$ cat src/rtl/lfsr_pkg.sv
// Shared types, default LFSR geometry and the Fibonacci next-state function
// used by lfsr_core and the lfsr_rng_arbiter top.
package lfsr_pkg;

    typedef enum logic [1:0] {
        IDLE    = 2'd0,
        ADVANCE = 2'd1,
        DELIVER = 2'd2
    } state_e;

    localparam int              LFSR_N     = 3;
    localparam logic [LFSR_N-1:0] LFSR_TAPS = 3'b110;
    localparam int              LFSR_MAX_N = 64;

    // Width-generic shift-left step: bit 0 takes the XOR of the tapped bits.
    // Callers pass zero-extended operands and keep only the low n bits.
    function automatic logic [LFSR_MAX_N-1:0] lfsr_next(
        input logic [LFSR_MAX_N-1:0] cur,
        input logic [LFSR_MAX_N-1:0] taps,
        input int                    n
    );
        logic [LFSR_MAX_N-1:0] nxt;
        nxt = '0;
        for (int i = 1; i < LFSR_MAX_N; i++) begin
            if (i < n) begin
                nxt[i] = cur[i-1];
            end
        end
        nxt[0] = ^(cur & taps);
        return nxt;
    endfunction

endpackage

$ cat src/rtl/lfsr_core.sv
// N-bit Fibonacci LFSR register with seed load, step enable and zero-seed
// substitution; resets to 1 so the all-zero lock-up state is never entered.
module lfsr_core
    import lfsr_pkg::*;
#(
    parameter int            N    = LFSR_N,
    parameter logic [N-1:0]  TAPS = LFSR_TAPS
) (
    input  logic         clk,
    input  logic         srst,
    input  logic         load_en,
    input  logic [N-1:0] load_seed,
    input  logic         step_en,
    output logic [N-1:0] state,
    output logic [N-1:0] state_next
);

    logic [N-1:0]            state_q;
    logic [N-1:0]            state_d;
    logic [LFSR_MAX_N-1:0]   wide_next;

    assign wide_next  = lfsr_next(LFSR_MAX_N'(state_q), LFSR_MAX_N'(TAPS), N);
    assign state_next = wide_next[N-1:0];
    assign state      = state_q;

    generate
        if (N < LFSR_MAX_N) begin : g_hi
            logic unused_hi;
            assign unused_hi = ^wide_next[LFSR_MAX_N-1:N];
        end
    endgenerate

    always_comb begin
        state_d = state_q;
        if (load_en) begin
            state_d = (load_seed == '0) ? N'(1) : load_seed;
        end else if (step_en) begin
            state_d = state_next;
        end
    end

    always_ff @(posedge clk) begin
        if (srst) begin
            state_q <= N'(1);
        end else begin
            state_q <= state_d;
        end
    end

endmodule

$ cat src/rtl/lfsr_rng_arbiter.sv
// Two-port round-robin arbiter and sequencer around one shared LFSR.
// Optional period checker (wrap / period_err) enabled by LFSR_PERIOD_CHK_EN.
module lfsr_rng_arbiter
    import lfsr_pkg::*;
#(
    parameter int            N     = LFSR_N,
    parameter logic [N-1:0]  TAPS  = LFSR_TAPS,
    parameter int            STEPS = 2
) (
    input  logic         sys_clk,
    input  logic         sys_rst,
    input  logic         load_valid,
    input  logic [N-1:0] load_seed,
    output logic         load_ready,
    input  logic [1:0]   req,
    output logic [1:0]   gnt,
    output logic         rsp_valid,
    input  logic         rsp_ready,
    output logic         rsp_id,
    output logic [N-1:0] rsp_data,
`ifdef LFSR_PERIOD_CHK_EN
    output logic         wrap,
    output logic         period_err,
`endif
    output logic         busy
);

    localparam logic [3:0] STEP_LAST = 4'(STEPS - 1);

    state_e       state_q, state_d;
    logic         rr_ptr_q, rr_ptr_d;
    logic [3:0]   step_cnt_q, step_cnt_d;
    logic         rsp_valid_q, rsp_valid_d;
    logic         rsp_id_q, rsp_id_d;
    logic [N-1:0] rsp_data_q, rsp_data_d;

    logic         load_en;
    logic         step_en;
    logic         win;
    logic [1:0]   gnt_c;
    logic [N-1:0] lfsr_state;
    logic [N-1:0] lfsr_next_val;
    logic         unused_state;

    lfsr_core #(
        .N    (N),
        .TAPS (TAPS)
    ) u_core (
        .clk        (sys_clk),
        .srst       (sys_rst),
        .load_en    (load_en),
        .load_seed  (load_seed),
        .step_en    (step_en),
        .state      (lfsr_state),
        .state_next (lfsr_next_val)
    );

    assign unused_state = ^lfsr_state;

    always_comb begin
        state_d     = state_q;
        rr_ptr_d    = rr_ptr_q;
        step_cnt_d  = step_cnt_q;
        rsp_valid_d = rsp_valid_q;
        rsp_id_d    = rsp_id_q;
        rsp_data_d  = rsp_data_q;
        load_en     = 1'b0;
        step_en     = 1'b0;
        gnt_c       = 2'b00;
        win         = req[rr_ptr_q] ? rr_ptr_q : ~rr_ptr_q;

        case (state_q)
            IDLE: begin
                // Seed loading wins over requests; no grant in a load cycle.
                if (load_valid) begin
                    load_en = 1'b1;
                end else if (|req) begin
                    gnt_c      = win ? 2'b10 : 2'b01;
                    rsp_id_d   = win;
                    rr_ptr_d   = ~win;
                    step_cnt_d = 4'd0;
                    state_d    = ADVANCE;
                end
            end
            ADVANCE: begin
                step_en    = 1'b1;
                step_cnt_d = step_cnt_q + 4'd1;
                if (step_cnt_q == STEP_LAST) begin
                    rsp_data_d  = lfsr_next_val;
                    rsp_valid_d = 1'b1;
                    state_d     = DELIVER;
                end
            end
            DELIVER: begin
                if (rsp_ready) begin
                    rsp_valid_d = 1'b0;
                    state_d     = IDLE;
                end
            end
            default: begin
                state_d = IDLE;
            end
        endcase
    end

    always_ff @(posedge sys_clk) begin
        if (sys_rst) begin
            state_q     <= IDLE;
            rr_ptr_q    <= 1'b0;
            step_cnt_q  <= 4'd0;
            rsp_valid_q <= 1'b0;
            rsp_id_q    <= 1'b0;
            rsp_data_q  <= '0;
        end else begin
            state_q     <= state_d;
            rr_ptr_q    <= rr_ptr_d;
            step_cnt_q  <= step_cnt_d;
            rsp_valid_q <= rsp_valid_d;
            rsp_id_q    <= rsp_id_d;
            rsp_data_q  <= rsp_data_d;
        end
    end

    // The grant is a combinational pulse in the IDLE cycle that wins arbitration.
    assign gnt        = sys_rst ? 2'b00 : gnt_c;
    assign load_ready = (state_q == IDLE);
    assign busy       = (state_q != IDLE);
    assign rsp_valid  = rsp_valid_q;
    assign rsp_id     = rsp_id_q;
    assign rsp_data   = rsp_data_q;

`ifdef LFSR_PERIOD_CHK_EN
    localparam logic [N-1:0] PERIOD_MAX = {N{1'b1}};

    logic [N-1:0] seed_ref_q, seed_ref_d;
    logic [N-1:0] period_cnt_q, period_cnt_d;
    logic         wrap_q, wrap_d;
    logic         period_err_q, period_err_d;

    always_comb begin
        seed_ref_d   = seed_ref_q;
        period_cnt_d = period_cnt_q;
        period_err_d = period_err_q;
        wrap_d       = 1'b0;
        if (load_en) begin
            seed_ref_d   = (load_seed == '0) ? N'(1) : load_seed;
            period_cnt_d = '0;
            period_err_d = 1'b0;
        end else if (step_en) begin
            if (lfsr_next_val == seed_ref_q) begin
                wrap_d       = 1'b1;
                period_cnt_d = '0;
            end else begin
                period_cnt_d = period_cnt_q + N'(1);
                // A maximal-length sequence must wrap before the counter saturates.
                if (period_cnt_q == PERIOD_MAX - N'(1)) begin
                    period_err_d = 1'b1;
                end
            end
        end
    end

    always_ff @(posedge sys_clk) begin
        if (sys_rst) begin
            seed_ref_q   <= N'(1);
            period_cnt_q <= '0;
            wrap_q       <= 1'b0;
            period_err_q <= 1'b0;
        end else begin
            seed_ref_q   <= seed_ref_d;
            period_cnt_q <= period_cnt_d;
            wrap_q       <= wrap_d;
            period_err_q <= period_err_d;
        end
    end

    assign wrap       = wrap_q;
    assign period_err = period_err_q;
`endif

endmodule

$ cat config.mk
export PLATFORM = sky130hd
export DESIGN_NAME = lfsr_rng_arbiter
export DESIGN_NICKNAME = d
export VERILOG_FILES = /design/src/rtl/lfsr_pkg.sv /design/src/rtl/lfsr_core.sv /design/src/rtl/lfsr_rng_arbiter.sv
export SDC_FILE = /design/constraint.sdc
export NUM_CORES = 1
export LEC_CHECK = 0
export CORE_MARGIN = 2
export CORE_UTILIZATION = 52
export CTS_CLUSTER_SIZE = 16
export DETAILED_ROUTE_END_ITERATION = 12
export GPL_TIMING_DRIVEN = 0
export PLACE_DENSITY = 0.82
export SETUP_SLACK_MARGIN = 0.05
export SYNTH_ARGS = -nofsm -noshare
export SYNTH_HDL_FRONTEND = slang
export SYNTH_SLANG_ARGS = --single-unit
$ cat constraint.sdc
create_clock -name sys_clk -period 4.22 [get_ports sys_clk]
set_input_delay 1.055 -clock sys_clk [delete_from_list [all_inputs] [get_ports sys_clk]]
set_output_delay 1.055 -clock sys_clk [all_outputs]
set_load 0.1 [all_outputs]
# Yosys cells after proc, flatten, opt, wreduce, memory -nomap -nowiden
# Cells that the tools add are included.
# totals
latch_bits	0
mem_bits_ro	0
input_bits	9
ramBits	0
out_inout_bits	9
regBits	15
mem_count	0
word_cells	57
# op_classes
reduce_logical	13
magnitude_cmp	1
mux	25
add_sub_neg	1
eq_ne	7
n_shift	0
div	0
bitwise_logic	3
mul	0
# ops
op	n
$reduce_xor 64->1	1
$mux 2	9
$mux 3	3
$reduce_and 3->1	3
$mux 1	8
$mux 4	2
$pmux 4 s2	1
$reduce_bool 2->1	4
$ne 2x2->1 const B	3
$pmux 2 s3	1
$add 4x1->4 const B	1
$eq 4x1->1 const B	1
$reduce_and 4->1	1
$logic_not 3->1	1
$not 1->1	3
$eq 2x1->1 const B	1
$eq 2x2->1 const B	1
$logic_not 2->1	1
$lt 1x2->1 const B	1
$ne 2x1->1 const B	1
$pmux 1 s2	1
$reduce_and 2->1	1
$reduce_or 2->1	1

# Depth between registers and ports, before layout
# logic_depth
word_depth	8
depth_mapped	6

# By module
# A second synthesis with hierarchy kept.
# hier_totals
hier_cells	86
area_unflattened_um2	778.2
# modules_own_cells
module	area_per_inst_um2	instances	seq_area_each_um2	cells_each
lfsr_rng_arbiter	616.8	1	240.2	70
lfsr_core	161.4	1	60.1	16

# Worst setup path after synthesis
# Ideal clock, no wire load.
# synth_timing
path_kind	input to output
from	in load_valid
to	out gnt[0]
t_required_ns	3.165
setup_slack_ns	0.220
arrival_time_ns	2.945
cell_stages	3
n_path_buf	1
cell_sequence	buf_2 > or4b_4 > a211oi_2
# synth_between
elab_chain_cells	3
# synth_rtl
item	line	text
start, declared	lfsr_rng_arbiter.sv:12	input logic load_valid,
$mux 2	lfsr_rng_arbiter.sv:75	if (load_valid) begin
$mux 2	lfsr_rng_arbiter.sv:72	case (state_q)
$mux 2	lfsr_rng_arbiter.sv:125	assign gnt = sys_rst ? 2'b00 : gnt_c;
end, declared	lfsr_rng_arbiter.sv:16	output logic [1:0] gnt,
# No other way between the ends.

# Final worst setup path
# layout_timing
from	in load_valid
to	out gnt[1]
# Same word-level chain as after synthesis.

==> qor.csv <==
stage;metric;value;unit
run_status;status;completed;
critical_path;crit_slowest_cell;dlygate4sd2_1;
hold_path;hold_class;reg2reg;
final_layout;final_cells;132;
place;gp_congestion;0.771;
critical_path;worstPathArrival;2.95;ns
timing;holdWs;0.477;ns
timing;hold_violations;0;
cts;clk_latency;0.28;ns
timing;tightest_slew;0.966;ns
timing;skew;0.000475;ns
global_routing;antenna_found_initial;0;
place;dpl_cell_area;998;um2
critical_path;r2r_start;step_cnt_q[0];
hold_path;min_to;rsp_valid;
synthesis;synth-seq-cells;15;
cts;cts_root_buf;clkbuf_4;
synthesis;yosysWarningCount;0;
critical_path;rr_endpoint;rsp_data[0];
final_layout;stdcell_area;1020;um2
timing;slew_headroom;0.354;
power;leakagePower;0.383;nW
critical_path;crit_type;in2out;
cts;cts.reportedPaths.clkPinSlew;0.09;ns
cts;cts_sinks;15;
critical_path;reg2reg_setup_slack;2.73;ns
global_routing;gr-usage-all-layers;0.223;
timing;setup-tns-final;0;ns
floorplanning;die_h;43.7;um
synthesis;netlist-cell-type-count;35;
synthesis;synth_edf_count;0;
detailed_routing;wl_per_cell;14.5;um
hold_path;worstHoldPathCells;2;
power;peakVddDrop;0.000243;V
critical_path;start_kind;input pin;
critical_path;max_stage_delay;0.86;ns
timing;fmax;0.249;GHz
place;port_buffers;16;
detailed_routing;dr.pass1.iters;4;
detailed_routing;routed_via_density;5.99;
detailed_routing;drc;0;
critical_path;worstPathMaxFanout;10;
global_routing;grt_max_degree;11;
global_routing;grt_pass1_wl;3.34;mm
timing;maxSlewViolCount;0;
critical_path;crit_chain;clkdlybuf4s50_1, buf_2, nor3_2, nand3_1, nor2_1, dlygate4sd2_1;
global_routing;grt_pass1_vias;791;
final_layout;area_growth;25.2;%
synthesis;yosysSeqAreaShare;0.367;
final_layout;nets;128;
floorplanning;initial_core_util;0.550;
floorplanning;core;1490;um2
synthesis;synth_area_leaders;dfxtp_1 (37%), a21oi_1 (6.7%), nand2b_1 (4.6%);
cts;cts_buffers;3;
final_layout;drive_gt1_frac;0.138;
floorplanning;die_x;43.7;um
synthesis;synth_nets;107;
detailed_routing;ant_nets;0;
power;power.density;334;nW/um2
timing;fin_crit_sh;0.950;
synthesis;synth-async-reset-ratio;0;
synthesis;ys.flop_type;dfxtp_1;
synthesis;syn_area;818;um2
hold_path;hp-start;rsp_valid;
timing;finalCriticalPeriod;4.01;ns
critical_path;reg2regPathDepth;4;
detailed_routing;drt_iter0_markers;18;
synthesis;synthCells;96;
synthesis;syn_avg_cell_area;8.52;um2
synthesis;yosys.area.top_type;dfxtp_1;
timing;rsz0062_at_grt;no;
cts;tritoncts;yes;
critical_path;worstPathRequired;3.16;ns
detailed_routing;drt-total-wl;1.92;mm
timing;finalSetupViolations;0;
flow_run;max-cap-violations;0;
floorplanning;rows;14;
global_routing;overflow;0;
cts;htree_levels;1;
floorplanning;ios;18;
cts;ctsHoldBuffers;0;
final_layout;fin_util;0.688;
final_layout;insertedDiodeCount;0;
place;dp_hpwl;1.38;mm
detailed_routing;dr_total_vias;791;
place;place_inst;128;
synthesis;synth_top_area_frac;0.367;
floorplanning;dieArea;1910;um2
critical_path;end_kind;output port;
cts;clock_path_buffers;2;
-- placed cells by master (no fill, tap or decap), drive strengths merged, types with 2 or more instances in the layout --
| master | n |
|---|---|
| o21ai | 5 |
| o22ai | 2 |
| a311oi | 2 |
| o21bai | 2 |
| ha | 2 |
| o311ai | 2 |
| a21oi | 11 |
| clkdlybuf4s50 | 14 |
| inv | 7 |
| nor2 | 7 |
| nand2b | 6 |
| nand3 | 5 |
| dfxtp | 15 |
| a211oi | 3 |
| buf | 4 |
| nor2b | 2 |
| clkbuf | 6 |
| nand2 | 4 |
-- Yosys cell counts, types with 2 or more instances --
library cell	n
buf_6	2
o21bai_1	2
o21ai_0	5
inv_1	6
nor2b_1	2
nand3_1	5
nand2_1	4
dfxtp_1	15
a311oi_1	2
o22ai_1	2
a21oi_1	11
nor2_1	7
buf_2	2
clkbuf_1	2
ha_1	2
a211oi_1	2
o311ai_0	2
nand2b_1	6
-- cell families after synthesis --
group                    Yosys count  share of synthesized area
flip-flops                        15                      0.367
adder cells (fa/ha/maj)            2                     0.0306
multiplexers                       1                     0.0122
XOR/XNOR                           1                     0.0107
AO/OA/AOI/OAI                     34                      0.286
buffers and inverters             13                     0.0810
AND/OR/NAND/NOR                   30                      0.213
-- sequential cells by signal, summed over array words and instances (netlist names) --
register / count
step_cnt_q: 4
rsp_data: 3
u_core.state: 3
state_q: 2
rr_ptr_q: 1
rsp_id: 1
rsp_valid: 1
-- per-layer routing --
| layer | part of all wire | GRT usage | vias up |
|---|---|---|---|
| li1 | - | - | 385 |
| met1 | 0.45 | 0.286 | 373 |
| met2 | 0.48 | 0.365 | 29 |
| met3 | 0.059 | 0.0542 | 4 |
| met4 | 0.0052 | 0.0727 | 0 |
| met5 | 0 | 0 | - |
-- area by class of cell --
cell class	instances	area (um2)
multi-input cells	68	452
repair buffers	16	160
plain buffers	6	40.0
well taps	16	20.0
clock buffers	4	26.3
inverters	7	26.3
flip-flops and latches	15	300
fillers	115	464
-- worst max-delay path, delay by kind of cell --
family	cells	cell delay, ns
buf+inv	3	1.46
simple gates	3	0.43
-- stage by stage --
stage                     power (W)  worst slack [ns]
final                      0.000342             0.211
after global routing       0.000354             0.122
after CTS                  0.000339             0.203
after detailed placement   0.000258            -0.299
after global placement     0.000256            -0.306
after floorplan            0.000231             0.220
-- power by group --
part / internal, W / total [W] / leakage [nW] / switching [W]
clock: 0.0000367 / 0.0000859 / 0.0150 / 0.0000492
combinational: 0.0000334 / 0.0000993 / 0.246 / 0.0000659
sequential: 0.000149 / 0.000157 / 0.123 / 0.00000720
total: 0.000220 / 0.000342 / 0.383 / 0.000122
-- worst max path at each step --
stage / startpoint / to
6_report: load_valid / gnt[1]
5_1_grt: load_valid / gnt[1]
4_1_cts: load_valid / gnt[1]
3_5_place_dp: load_valid / gnt[0]
3_3_place_gp: load_valid / gnt[0]
2_1_floorplan: load_valid / gnt[0]
-- timing repair --
action                                  CTS  global route
gates resized for setup                   4             0
endpoints found under the setup margin    2             0
buffers inserted                          0             0
No activity file was read; power rests on OpenSTA's default activity.
